<file path="config.mk">
export PLATFORM = sky130hd
export DESIGN_NAME = ps2_keyboard_buffer
export DESIGN_NICKNAME = d
export VERILOG_FILES = /design/src/rtl/naive_cpu_pkg.sv /design/src/rtl/ps2_frame_rx.sv /design/src/rtl/ps2_keyboard_buffer.sv
export SDC_FILE = /design/constraint.sdc
export NUM_CORES = 1
export LEC_CHECK = 0
export BUFFER_PORTS_ARGS = -buffer_cell sky130_fd_sc_hd__clkbuf_2
export CORE_MARGIN = 4
export CORE_UTILIZATION = 55
export CTS_CLUSTER_SIZE = 14
export DETAILED_ROUTE_END_ITERATION = 8
export GPL_TIMING_DRIVEN = 0
export MAX_ROUTING_LAYER = met4
export PLACE_DENSITY = 0.78
export SYNTH_ARGS = -nofsm -noshare
export SYNTH_HDL_FRONTEND = slang
export SYNTH_SLANG_ARGS = --single-unit
</file>
<file path="constraint.sdc">
create_clock -name clk -period 2.8 [get_ports clk]
set_input_delay 0.14 -clock clk [delete_from_list [all_inputs] [get_ports clk]]
set_output_delay 0.14 -clock clk [all_outputs]
set_load 0.03 [all_outputs]
</file>
<file path="src/rtl/naive_cpu_pkg.sv">
// Shared definitions for the naive CPU keyboard path: the mapped address,
// the status-bit positions in the keyboard word and the PS/2 receiver states.
package naive_cpu_pkg;

  localparam logic [15:0] KEYBOARD_ADDR    = 16'hFE00;
  localparam int          KBD_READY_BIT    = 15;
  localparam int          KBD_OVERFLOW_BIT = 14;

  typedef enum logic [1:0] {
    RX_IDLE,
    RX_DATA,
    RX_PARITY,
    RX_STOP
  } rx_state_e;

endpackage

</file>
<file path="src/rtl/ps2_frame_rx.sv">
// PS/2 device-to-host frame receiver: pin synchronisers, falling-edge detect,
// start/data/parity/stop FSM and a mid-frame inactivity timeout.
module ps2_frame_rx
  import naive_cpu_pkg::*;
#(
  parameter logic [15:0] TIMEOUT_CYCLES = 16'd50000
) (
  input  logic       clk,
  input  logic       rst,
  input  logic       ps2Clk,
  input  logic       ps2Data,
  output logic       byteValid,
  output logic [7:0] rxByte,
  output logic       frameError
);

  logic      clk_sync1_q, clk_sync2_q, clk_prev_q;
  logic      dat_sync1_q, dat_sync2_q;
  logic      fall_edge;
  rx_state_e state_q;
  logic [7:0]  shift_q;
  logic [2:0]  bit_cnt_q;
  logic        parity_ok_q;
  logic [15:0] tmo_q;
  logic        byte_valid_q, frame_error_q;
  logic [7:0]  byte_q;

  // Synchronisers idle high so reset never looks like a bus falling edge.
  always_ff @(posedge clk or posedge rst) begin
    if (rst) begin
      clk_sync1_q <= 1'b1;
      clk_sync2_q <= 1'b1;
      clk_prev_q  <= 1'b1;
      dat_sync1_q <= 1'b1;
      dat_sync2_q <= 1'b1;
    end else begin
      clk_sync1_q <= ps2Clk;
      clk_sync2_q <= clk_sync1_q;
      clk_prev_q  <= clk_sync2_q;
      dat_sync1_q <= ps2Data;
      dat_sync2_q <= dat_sync1_q;
    end
  end

  assign fall_edge = clk_prev_q & ~clk_sync2_q;

  always_ff @(posedge clk or posedge rst) begin
    if (rst) begin
      state_q       <= RX_IDLE;
      shift_q       <= 8'h00;
      bit_cnt_q     <= 3'd0;
      parity_ok_q   <= 1'b0;
      tmo_q         <= 16'd0;
      byte_valid_q  <= 1'b0;
      frame_error_q <= 1'b0;
      byte_q        <= 8'h00;
    end else begin
      byte_valid_q  <= 1'b0;
      frame_error_q <= 1'b0;
      if (fall_edge) begin
        tmo_q <= 16'd0;
        case (state_q)
          RX_IDLE: begin
            if (!dat_sync2_q) begin
              state_q   <= RX_DATA;
              shift_q   <= 8'h00;
              bit_cnt_q <= 3'd0;
            end
          end
          RX_DATA: begin
            shift_q   <= {dat_sync2_q, shift_q[7:1]};
            bit_cnt_q <= bit_cnt_q + 3'd1;
            if (bit_cnt_q == 3'd7) state_q <= RX_PARITY;
          end
          RX_PARITY: begin
            parity_ok_q <= ^shift_q ^ dat_sync2_q;
            state_q     <= RX_STOP;
          end
          RX_STOP: begin
            if (dat_sync2_q && parity_ok_q) begin
              byte_valid_q <= 1'b1;
              byte_q       <= shift_q;
            end else begin
              frame_error_q <= 1'b1;
            end
            state_q <= RX_IDLE;
          end
          default: state_q <= RX_IDLE;
        endcase
      end else if (state_q != RX_IDLE) begin
        if (tmo_q == TIMEOUT_CYCLES - 16'd1) begin
          state_q       <= RX_IDLE;
          frame_error_q <= 1'b1;
          tmo_q         <= 16'd0;
        end else begin
          tmo_q <= tmo_q + 16'd1;
        end
      end
    end
  end

  assign byteValid  = byte_valid_q;
  assign rxByte     = byte_q;
  assign frameError = frame_error_q;

endmodule

</file>
<file path="src/rtl/ps2_keyboard_buffer.sv">
// PS/2 keyboard input stage: received scan codes go into a small FIFO whose
// head is presented to the CPU as {ready, overflow, 6'b0, scanCode}.
module ps2_keyboard_buffer
  import naive_cpu_pkg::*;
#(
  parameter int          FIFO_DEPTH_LOG2 = 3,
  parameter logic [15:0] TIMEOUT_CYCLES  = 16'd50000
) (
  input  logic                     clk,
  input  logic                     rst,
  input  logic                     ps2Clk,
  input  logic                     ps2Data,
  input  logic                     readStrobe,
  output logic [15:0]              keyboardData,
  output logic [FIFO_DEPTH_LOG2:0] fifoCount,
  output logic                     frameError
);

  localparam int PTR_W = FIFO_DEPTH_LOG2;
  localparam int CNT_W = FIFO_DEPTH_LOG2 + 1;
  localparam int DEPTH = 1 << FIFO_DEPTH_LOG2;

  logic             rx_valid, rx_error;
  logic [7:0]       rx_byte;
  logic [7:0]       mem_q [DEPTH];
  logic [PTR_W-1:0] wr_ptr_q, wr_ptr_d, rd_ptr_q, rd_ptr_d;
  logic [CNT_W-1:0] count_q, count_d;
  logic             overflow_q, overflow_d;
  logic             frame_error_q;
  logic             do_push, do_pop, ready;

  ps2_frame_rx #(
    .TIMEOUT_CYCLES(TIMEOUT_CYCLES)
  ) u_rx (
    .clk       (clk),
    .rst       (rst),
    .ps2Clk    (ps2Clk),
    .ps2Data   (ps2Data),
    .byteValid (rx_valid),
    .rxByte    (rx_byte),
    .frameError(rx_error)
  );

  // A pop in the same cycle frees the slot, so a full FIFO still accepts.
  always_comb begin
    do_pop     = readStrobe && (count_q != '0);
    do_push    = rx_valid && ((count_q != CNT_W'(DEPTH)) || do_pop);
    wr_ptr_d   = wr_ptr_q;
    rd_ptr_d   = rd_ptr_q;
    count_d    = count_q;
    overflow_d = overflow_q;
    if (do_push) wr_ptr_d = wr_ptr_q + PTR_W'(1);
    if (do_pop)  rd_ptr_d = rd_ptr_q + PTR_W'(1);
    case ({do_push, do_pop})
      2'b10:   count_d = count_q + CNT_W'(1);
      2'b01:   count_d = count_q - CNT_W'(1);
      default: count_d = count_q;
    endcase
    if (rx_valid && !do_push) overflow_d = 1'b1;
    else if (readStrobe)      overflow_d = 1'b0;
  end

  always_ff @(posedge clk or posedge rst) begin
    if (rst) begin
      wr_ptr_q      <= '0;
      rd_ptr_q      <= '0;
      count_q       <= '0;
      overflow_q    <= 1'b0;
      frame_error_q <= 1'b0;
    end else begin
      wr_ptr_q      <= wr_ptr_d;
      rd_ptr_q      <= rd_ptr_d;
      count_q       <= count_d;
      overflow_q    <= overflow_d;
      frame_error_q <= rx_error;
    end
  end

  always_ff @(posedge clk) begin
    if (do_push) mem_q[wr_ptr_q] <= rx_byte;
  end

  always_comb begin
    ready                          = (count_q != '0);
    keyboardData                   = 16'h0000;
    keyboardData[KBD_READY_BIT]    = ready;
    keyboardData[KBD_OVERFLOW_BIT] = overflow_q;
    keyboardData[7:0]              = ready ? mem_q[rd_ptr_q] : 8'h00;
  end

  assign fifoCount  = count_q;
  assign frameError = frame_error_q;

endmodule

</file>
Yosys cells after proc, flatten, opt, wreduce, memory -nomap -nowiden --
Memories as Yosys holds them, arrays and structs flattened. Cells that the tools add are included.
Word-level totals: output and inout bits 21, bits in registers 57, memories kept 1, word-level logic and storage cells 85, RAM bits 64, input port bits 5
Memories:
- mem_q | depth 8, width 8, read ports 1, clocked after Yosys merged registers in 0, wr ports 1, RTL line ps2_keyboard_buffer.sv:25 | logic [7:0] mem_q [DEPTH];
Operators by class: multiplexer cells 27, equality and inequality tests 11, add/subtract/negate cells 6, bitwise gates (word level) 3, reductions and logical operators 19
Operators with widths (count):
- two-way mux 16 bit | 3
- adder 16 x 1 -> 16 bit, second input constant | 1
- == test 16 bit, second input constant | 1
- two-way mux 8 bit | 2
- case mux 8 bit (2 select lines) | 1
- two-way mux 1 bit | 12
- nonzero test 2 bit | 6
- two-way mux 2 bit | 5
- adder 3 x 1 -> 3 bit, second input constant | 3
- case mux 2 bit (4 select lines) | 1
- case mux 4 bit (2 select lines) | 1
- parity 8 bit | 1
- == test 2 bit, second input constant | 3
- != test 3 bit, second input constant | 2
- case mux 3 bit (2 select lines) | 1
- AND reduction 3 bit | 2
- adder 4 x 1 -> 4 bit, second input constant | 1
- == test 2 x 1 -> 1 bit, second input constant | 2
- logical AND 1 bit | 4
- != test 4 bit, second input constant | 1
- AND reduction 4 bit | 1
- nonzero test 4 bit | 1
- subtractor 4 x 1 -> 4 bit, second input constant | 1
- == test 3 bit, second input constant | 1
- other kinds (9) | 9

Longest topological paths before layout --
Gate-level depths: netlist of run 1.
depth after elaboration 7, gate-level depth with buffers 7, gate-level depth less buffers 7

Modules after synthesis --
From an unflattened synthesis of run 1, not the netlist that was laid out.
Second synthesis, totals: cell total of the unflattened synthesis 391, area, all modules 5392.7 µm²
By module, submodules not included:
- ps2_keyboard_buffer | seq. area each 2222.1 µm², instances 1, area each 3260.6 µm², cells an instance 188
- ps2_frame_rx | seq. area each 1132.3 µm², instances 1, area each 2132.0 µm², cells an instance 203

Least setup slack after synthesis of run 1 --
OpenSTA, ideal clock, no wires.
path type reg2reg, start point register count_q[0], in the netlist fifoCount[0], end point register count_q[3], in the netlist fifoCount[3], period minus slack after synthesis 2.359 ns, arrival 2.212 ns, stages on the path, launching flop included 8, path slack 0.441 ns, library setup time 0.147 ns, cell sequence dfrtp_1 -> o41ai_1 -> nor2_1 -> ha_1 -> a21o_1 -> a21o_1 -> mux2i_1 -> o221ai_1
Between the ends: word-level cells in the longest chain between the ends 6, elaborated cells between the ends (all ways) 11, classes of those cells 2 x add/sub; 3 x eq/ne; 1 x mux; 5 x reduce/logical
Ends and longest elaborated chain:
- from (decl) | RTL line ps2_keyboard_buffer.sv:27 | logic [CNT_W-1:0] count_q, count_d;
- from (signal assigned) | RTL line ps2_keyboard_buffer.sv:73 | count_q <= count_d;
- nonzero test 4 bit | RTL line ps2_keyboard_buffer.sv:46 | do_pop = readStrobe && (count_q != '0);
- logical AND 1 bit | RTL line ps2_keyboard_buffer.sv:46
- logical OR 1 bit | RTL line ps2_keyboard_buffer.sv:47 | do_push = rx_valid && ((count_q != CNT_W'(DEPTH)) || do_pop);
- logical AND 1 bit | RTL line ps2_keyboard_buffer.sv:47
- == test 2 x 1 -> 1 bit / == test 2 bit (equally long branches) | RTL line ps2_keyboard_buffer.sv:54 | case ({do_push, do_pop})
- case mux 4 bit (2 select lines) / nonzero test 2 bit (equally long branches)
Several ways; a longest one is shown, not always the timed one. A chain may end at the register's enable or synchronous reset.

Worst setup path after layout of run 1 --
start point register rd_ptr_q[0], end point output port keyboardData[3]
Between the ends: word-level cells in the longest chain between the ends 2
Ends and longest elaborated chain:
- from (decl) | RTL line ps2_keyboard_buffer.sv:26 | logic [PTR_W-1:0] wr_ptr_q, wr_ptr_d, rd_ptr_q, rd_ptr_d;
- from (signal assigned) | RTL line ps2_keyboard_buffer.sv:72 | rd_ptr_q <= rd_ptr_d;
- memory (8 x 8 bit)
- two-way mux 8 bit | RTL line ps2_keyboard_buffer.sv:88 | keyboardData[7:0] = ready ? mem_q[rd_ptr_q] : 8'h00;
- to (decl) | RTL line ps2_keyboard_buffer.sv:14 | output logic [15:0] keyboardData,
No other way between the ends.

==> results.ini, run 1 <==
[clock_network]
cts_setup_buffers=0
tritoncts.num_buffers=17
clock-sinks=121
cts_buffer_depth=2
cts_tree=yes
cts_root_buf=clkbuf_8
htreeDepth=4
clk_pin_slew_ps=60
insertion_delay_ps=520

[timing]
slew_headroom_pct=14.0
layout_min_cycle_time_ps=2610
skew_ps=7.89
fin_crit_sh_pct=93.3
worstMarginPinSlew_ps=1280
setup_viol=0
tns_ps=0
timing.fmax_ghz=0.383
drv_slew=0
grt_setup_unrepaired=no
hold_viol=0

[critical_path]
crit_top_cell=clkbuf_2
r2r_cells=7
cp.required_ps=2660
critical_path_class=flop to primary output
critical_path.max_fanout=10
worstPathCellList=clkbuf_2 > buf_4 > mux4_2 > mux2i_1 > nor2_1 > clkbuf_2
max_stage_delay_ps=550
worstSetupEndpointType=primary output
critPathBufInv=3
cp.arrival_ps=2470
crit_family=buffers and inverters
slowest_stage=mux4_2
cp-start-kind=flop
cp.depth=6
r2r_setup_slack_ps=290

[placement]
dp_hpwl_um=6170
port_buffers=19
gp_congestion=0.776

[cells_and_area]
drive_gt1_share_pct=24.1
area_growth_pct=18.3
utilization_pct=67.0
num_antenna_cells=0
final_nets=424

[route]
via_per_inst=5.63
wirelength_um=9640
drtIter0Drc=223
ant_nets=0
first_pass_iters=5
wl_per_cell_um=17.6
via_count=3086
drc=0

[logic_synthesis]
ys.flop_type=edfxtp_1
synth-seq-cells=121
synth_common_cells=edfxtp_1 (64), dfrtp_1 (52), nor2_1 (28), mux4_2 (16), xnor2_1 (16)
synth_warnings=0
yosysTopAreaCell=edfxtp_1
syn_area_per_cell_um2=14.6
syn_inst=358
synth_edf_count=64
async_flop_share_pct=47.1
yosysTopAreaCellShare_pct=36.7
synth_area_leaders=edfxtp_1 (37%), dfrtp_1 (25%), mux4_2 (6.9%)
synth_cell_types=43
ys_seq_area_share_pct=64.0
yosysMostFrequentCell=edfxtp_1
synth_area_um2=5240

[global_routing]
overflow=0
grtUsageTotal_pct=19.8
grt_first_pass_wirelength_um=16400
grt_pass1_vias=3145
antenna_found_initial=0
grt_max_degree=42

[die]
start_util_pct=56.7
core_area_um2=9240
rows=35
dieArea_um2=11100
io_pins=26
die_w_um=106
dieHeight_um=106

[worst_hold_path]
min_path_type=input port to asynchronous set/reset pin

[pwr]
power_density_nw_per_um2=968
leakage_uw=0.00245
ir_drop_uv=530

[flow_run]
maxCapViolations=0

[outcome]
status=completed

==> through the flow <==
stage	instance area (um^2)	total power, uW	setup slack (ps)	hold slack (ps)	cells
detailed placement	5530	3780	267	128	512
global route	6190	6290	22.7	166	548
finish	6190	5990	187	137	548
global placement	5510	3700	345	229	511
floorplan	5260	3400	441	144	363
CTS	6190	6040	128	134	548
==> report_power, final <==
group / internal, uW / switching (uW) / leakage [uW]
registers: 2040 / 172 / 0.00132
logic: 655 / 872 / 0.000847
clock network: 1450 / 801 / 0.000284
==> cell families after synthesis <==
kind of cell	share of synthesized area [%]
and+or+nand+nor	7.41
other	0.0716
xor gates and xnor gates	3.61
buffers and inverters	3.08
AOI/OAI and AO/OA	6.69
muxes	11.8
adders and majority gates	3.25
DFF	64.0
==> cell type report <==
type	instances	area [um^2]
Sequential cell	121	3350
Fill cell	621	3050
Multi-Input combinational cell	208	1740
Clock buffer	18	418
Clock inverter	14	198
Tap cell	129	161
Timing Repair Buffer	24	155
Buffer	21	118
Inverter	13	48.8
==> metal layers <==
layer,vias to the layer above,routed length (um),GRT usage [%]
met2,87,4830,31.4
met1,1551,4130,24.5
li1,1429,-,-
met4,0,201,8.79
met5,-,0,-
met3,19,482,4.53
==> path summary, 6_finish.rpt <==
| path | startpoint | end |
|---|---|---|
| worst max-delay path | rd_ptr_q[0]$_DFFE_PP0N_ | keyboardData[3] |
| worst max register to register | fifoCount[0]$_DFFE_PP0P_ | fifoCount[3]$_DFFE_PP0P_ |
| min in group clk | ps2Data | u_rx.dat_sync1_q$_DFF_PP1_ |
| max in group asynchronous | rst | u_rx.dat_sync1_q$_DFF_PP1_ |
| worst min register to register | u_rx.dat_sync1_q$_DFF_PP1_ | u_rx.dat_sync2_q$_DFF_PP1_ |
| worst min-delay path | rst | u_rx.tmo_q[10]$_DFFE_PP0P_ |
==> sequential cells by signal, indices dropped and copies added, names as in the netlist, 2 cells and up <==
name,flops
fifoCount,4
mem_q,64
rd_ptr_q,3
u_rx.bit_cnt_q,3
u_rx.rxByte,8
u_rx.shift_q,8
u_rx.state_q,2
u_rx.tmo_q,16
wr_ptr_q,3
==> worst min-delay path: stages <==
cell	delay [ps]
dlygate4sd3_1	530
clkbuf_2	110
inv_2	290
==> repair_timing <==
action / in CTS / in global routing
hold endpoints to repair: 59 / 0
gates resized for setup: 3 / 0
setup endpoints to repair: 8 / 0
hold buffers: 4 / 0
==> layout by cell type (no fill, tap or decap), drive strengths merged, types with 3 or more instances in the layout <==
cell          n
mux2         13
nand4         3
o21ai         9
inv          15
mux4         16
nor2b         3
or4           6
clkinvlp      5
or3           4
nand2b        5
buf          14
dlygate4sd3   4
a21oi        12
clkinv        3
a211oi        4
dfrtp        52
nor2         28
mux2i        11
nor3          3
bufinv        4
a22o         10
conb          6
xnor2        16
edfxtp       64
nand3         8
xor2          3
clkbuf       45
ha           12
o31ai         6
dfstp         5
nand2        14
Power figures use the tool's default switching activity.
==> inputs of run 2 (changes only) <==
Settings changed: BUFFER_PORTS_ARGS -buffer_cell sky130_fd_sc_hd__clkbuf_2 to -buffer_cell sky130_fd_sc_hd__buf_2, RECOVER_POWER set to 100.
==> results.ini, run 2 (synthesis gave the netlist of run 1 again) <==
[cells_and_area]
area_growth_pct=17.2
num-fill-cells=630  ; +1.4%
utilization_pct=66.5  ; -0.57 points
regMostFlops=mem_q
num_antenna_cells=0  ; unchanged
largest_reg_flops=64  ; unchanged
final_nets=425  ; +0.24%
drive_gt1_share_pct=21.0  ; -3.2 points
final_common_cell=edfxtp_1
reg_top3=mem_q x64, u_rx.tmo_q x16
layout_common_cells=edfxtp_1 (64), dfrtp_1 (52), nor2_1 (28)

[global_routing]
grt_max_degree=33  ; -21%
antenna_found_initial=0  ; unchanged
grt_pass1_vias=3169  ; +0.76%
overflow=0  ; unchanged
grt_first_pass_wirelength_um=16300  ; -0.21%
grtUsageTotal_pct=19.5  ; -0.31 points

[clock_network]
cts_buffer_depth=2  ; unchanged
htreeDepth=4  ; unchanged
insertion_delay_ps=520  ; about the same
clock-sinks=121  ; unchanged
cts_setup_buffers=0  ; unchanged
cts_root_buf=clkbuf_8
cts_tree=yes
clk_pin_slew_ps=60  ; about the same
tritoncts.num_buffers=17  ; unchanged

[timing]
fin_crit_sh_pct=93.2  ; -0.11 points
tns_ps=0  ; unchanged
hold_viol=0  ; unchanged
slew_headroom_pct=12.2  ; -1.8 points
worstMarginPinSlew_ps=1310  ; +26.2 ps
drv_slew=0  ; unchanged
setup_viol=0  ; unchanged
layout_min_cycle_time_ps=2610  ; -3.01 ps
grt_setup_unrepaired=no
timing.fmax_ghz=0.383  ; +0.12%
skew_ps=12.8  ; +4.91 ps
whs_ps=266  ; +128 ps

[pwr]
power.total_uw=5850  ; -2.4%
ir_drop_uv=488  ; -8.0%
leakage_uw=0.00240  ; -1.8%
power_density_nw_per_um2=953  ; -1.5%

[flow_run]
maxCapViolations=0  ; unchanged

[critical_path]
r2r_setup_slack_ps=210  ; -80 ps
worstPathCellList=clkbuf_2 > buf_4 > mux4_2 > mux2i_1 > nor2_1 > clkbuf_2
worstSetupEndpointType=primary output
timing.rr.start=u_rx.tmo_q[4]$_DFFE_PP0P_
critical_path.max_fanout=10  ; unchanged
cp-start-kind=flop
cp.required_ps=2660  ; about the same
crit_top_cell=clkbuf_2
timing.rr.end=u_rx.tmo_q[9]$_DFFE_PP0P_
max_stage_delay_ps=570  ; +20 ps
cp.arrival_ps=2470  ; about the same
slowest_stage=mux4_2
critical_path_class=flop to primary output
r2r_cells=6  ; -1

[worst_hold_path]
holdPathEnd=u_rx.clk_sync1_q$_DFF_PP1_
hold_depth=2
worstHoldStart=ps2Clk
min_path_type=input port to flop

[route]
via_count=3038  ; -1.6%
drc=0  ; unchanged
via_per_inst=5.53  ; -1.7%
first_pass_iters=5  ; unchanged
drtIter0Drc=172  ; -23%
wirelength_um=9490  ; -1.5%
wl_per_cell_um=17.3  ; -1.7%
ant_nets=0  ; unchanged

[die]
rows=35  ; unchanged
die_w_um=106  ; unchanged
dieHeight_um=106  ; unchanged
core_area_um2=9240  ; unchanged
dieArea_um2=11100  ; unchanged
io_pins=26  ; unchanged
start_util_pct=56.7  ; unchanged

[outcome]
status=completed

[placement]
port_buffers=19  ; unchanged
dp_hpwl_um=6190  ; +0.28%
gp_congestion=0.758  ; -2.3%

-- run 2: cell types whose count changed in the layout (fill, tap and decap cells not counted), moves of 2 or more --
cell,delta
clkbuf_2,-11
clkbuf_1,+8
buf_2,+4
clkinv_4,+2
mux2_1,+2
-- run 2: what timing repair did --
action	in CTS	in global routing
hold buffers	4	0
setup endpoints to repair	8	8
resized for setup	2	2
hold endpoints to repair	24	0
gates cloned	0	0
-- run 2: where the power goes --
| group | internal [uW] | switching, uW | total (uW) | leakage, uW |
|---|---|---|---|---|
| registers | 2040 | 177 | 2220 | 0.00132 |
| logic | 632 | 867 | 1500 | 0.000811 |
| clock network | 1350 | 777 | 2130 | 0.000278 |
-- run 2: cell type report --
type | instances | area [um^2] | share of cell area (%)
timing repair buffer | 25 | 136 | 2.22
inverter | 13 | 48.8 | 0.795
clock buffer | 17 | 414 | 6.74
clock inverter | 15 | 178 | 2.89
tap | 129 | 161 | 2.63
multi-input combinational | 208 | 1730 | 28.2
buffer | 21 | 115 | 1.87
sequential | 121 | 3350 | 54.6
-- run 2: critical path: cells and delay by family (launching register included) --
family	cells	cell delay (ps)
flip-flops	1	360
multiplexers	2	730
buffers and inverters	3	810
AND/OR/NAND/NOR	1	50
-- run 2: layer usage --
metal / part of all wire [%] / vias up / track usage [%] / wire, um
met4: 1.0 / 0 / 5.27 / 97
met3: 3.9 / 11 / 5.51 / 371
met5: 0 / - / - / 0
li1: - / 1421 / - / -
met2: 51 / 62 / 31.0 / 4850
met1: 44 / 1544 / 24.8 / 4180
-- run 2: worst max-delay path by stage --
stage                        startpoint                       end  slack (ps)  cells past startpoint
2_1_floorplan  fifoCount[0]$_DFFE_PP0P_  fifoCount[3]$_DFFE_PP0P_         440                      7
3_3_place_gp    rd_ptr_q[0]$_DFFE_PP0N_           keyboardData[6]         350                      6
3_5_place_dp   fifoCount[0]$_DFFE_PP0P_  fifoCount[3]$_DFFE_PP0P_         290                      7
4_1_cts         rd_ptr_q[0]$_DFFE_PP0N_           keyboardData[5]          30                      6
5_1_grt         rd_ptr_q[0]$_DFFE_PP0N_           keyboardData[2]          20                      6
6_report        rd_ptr_q[0]$_DFFE_PP0N_           keyboardData[5]         190                      6
-- run 2: stage by stage --
stage               instances  setup slack, ps  area [um^2]
floorplan                 363              441         5260
global placement          511              352         5510
CTS                       548             26.8         6170
global route              549             16.8         6140
detailed placement        512              287         5530
finish                    549              190         6140
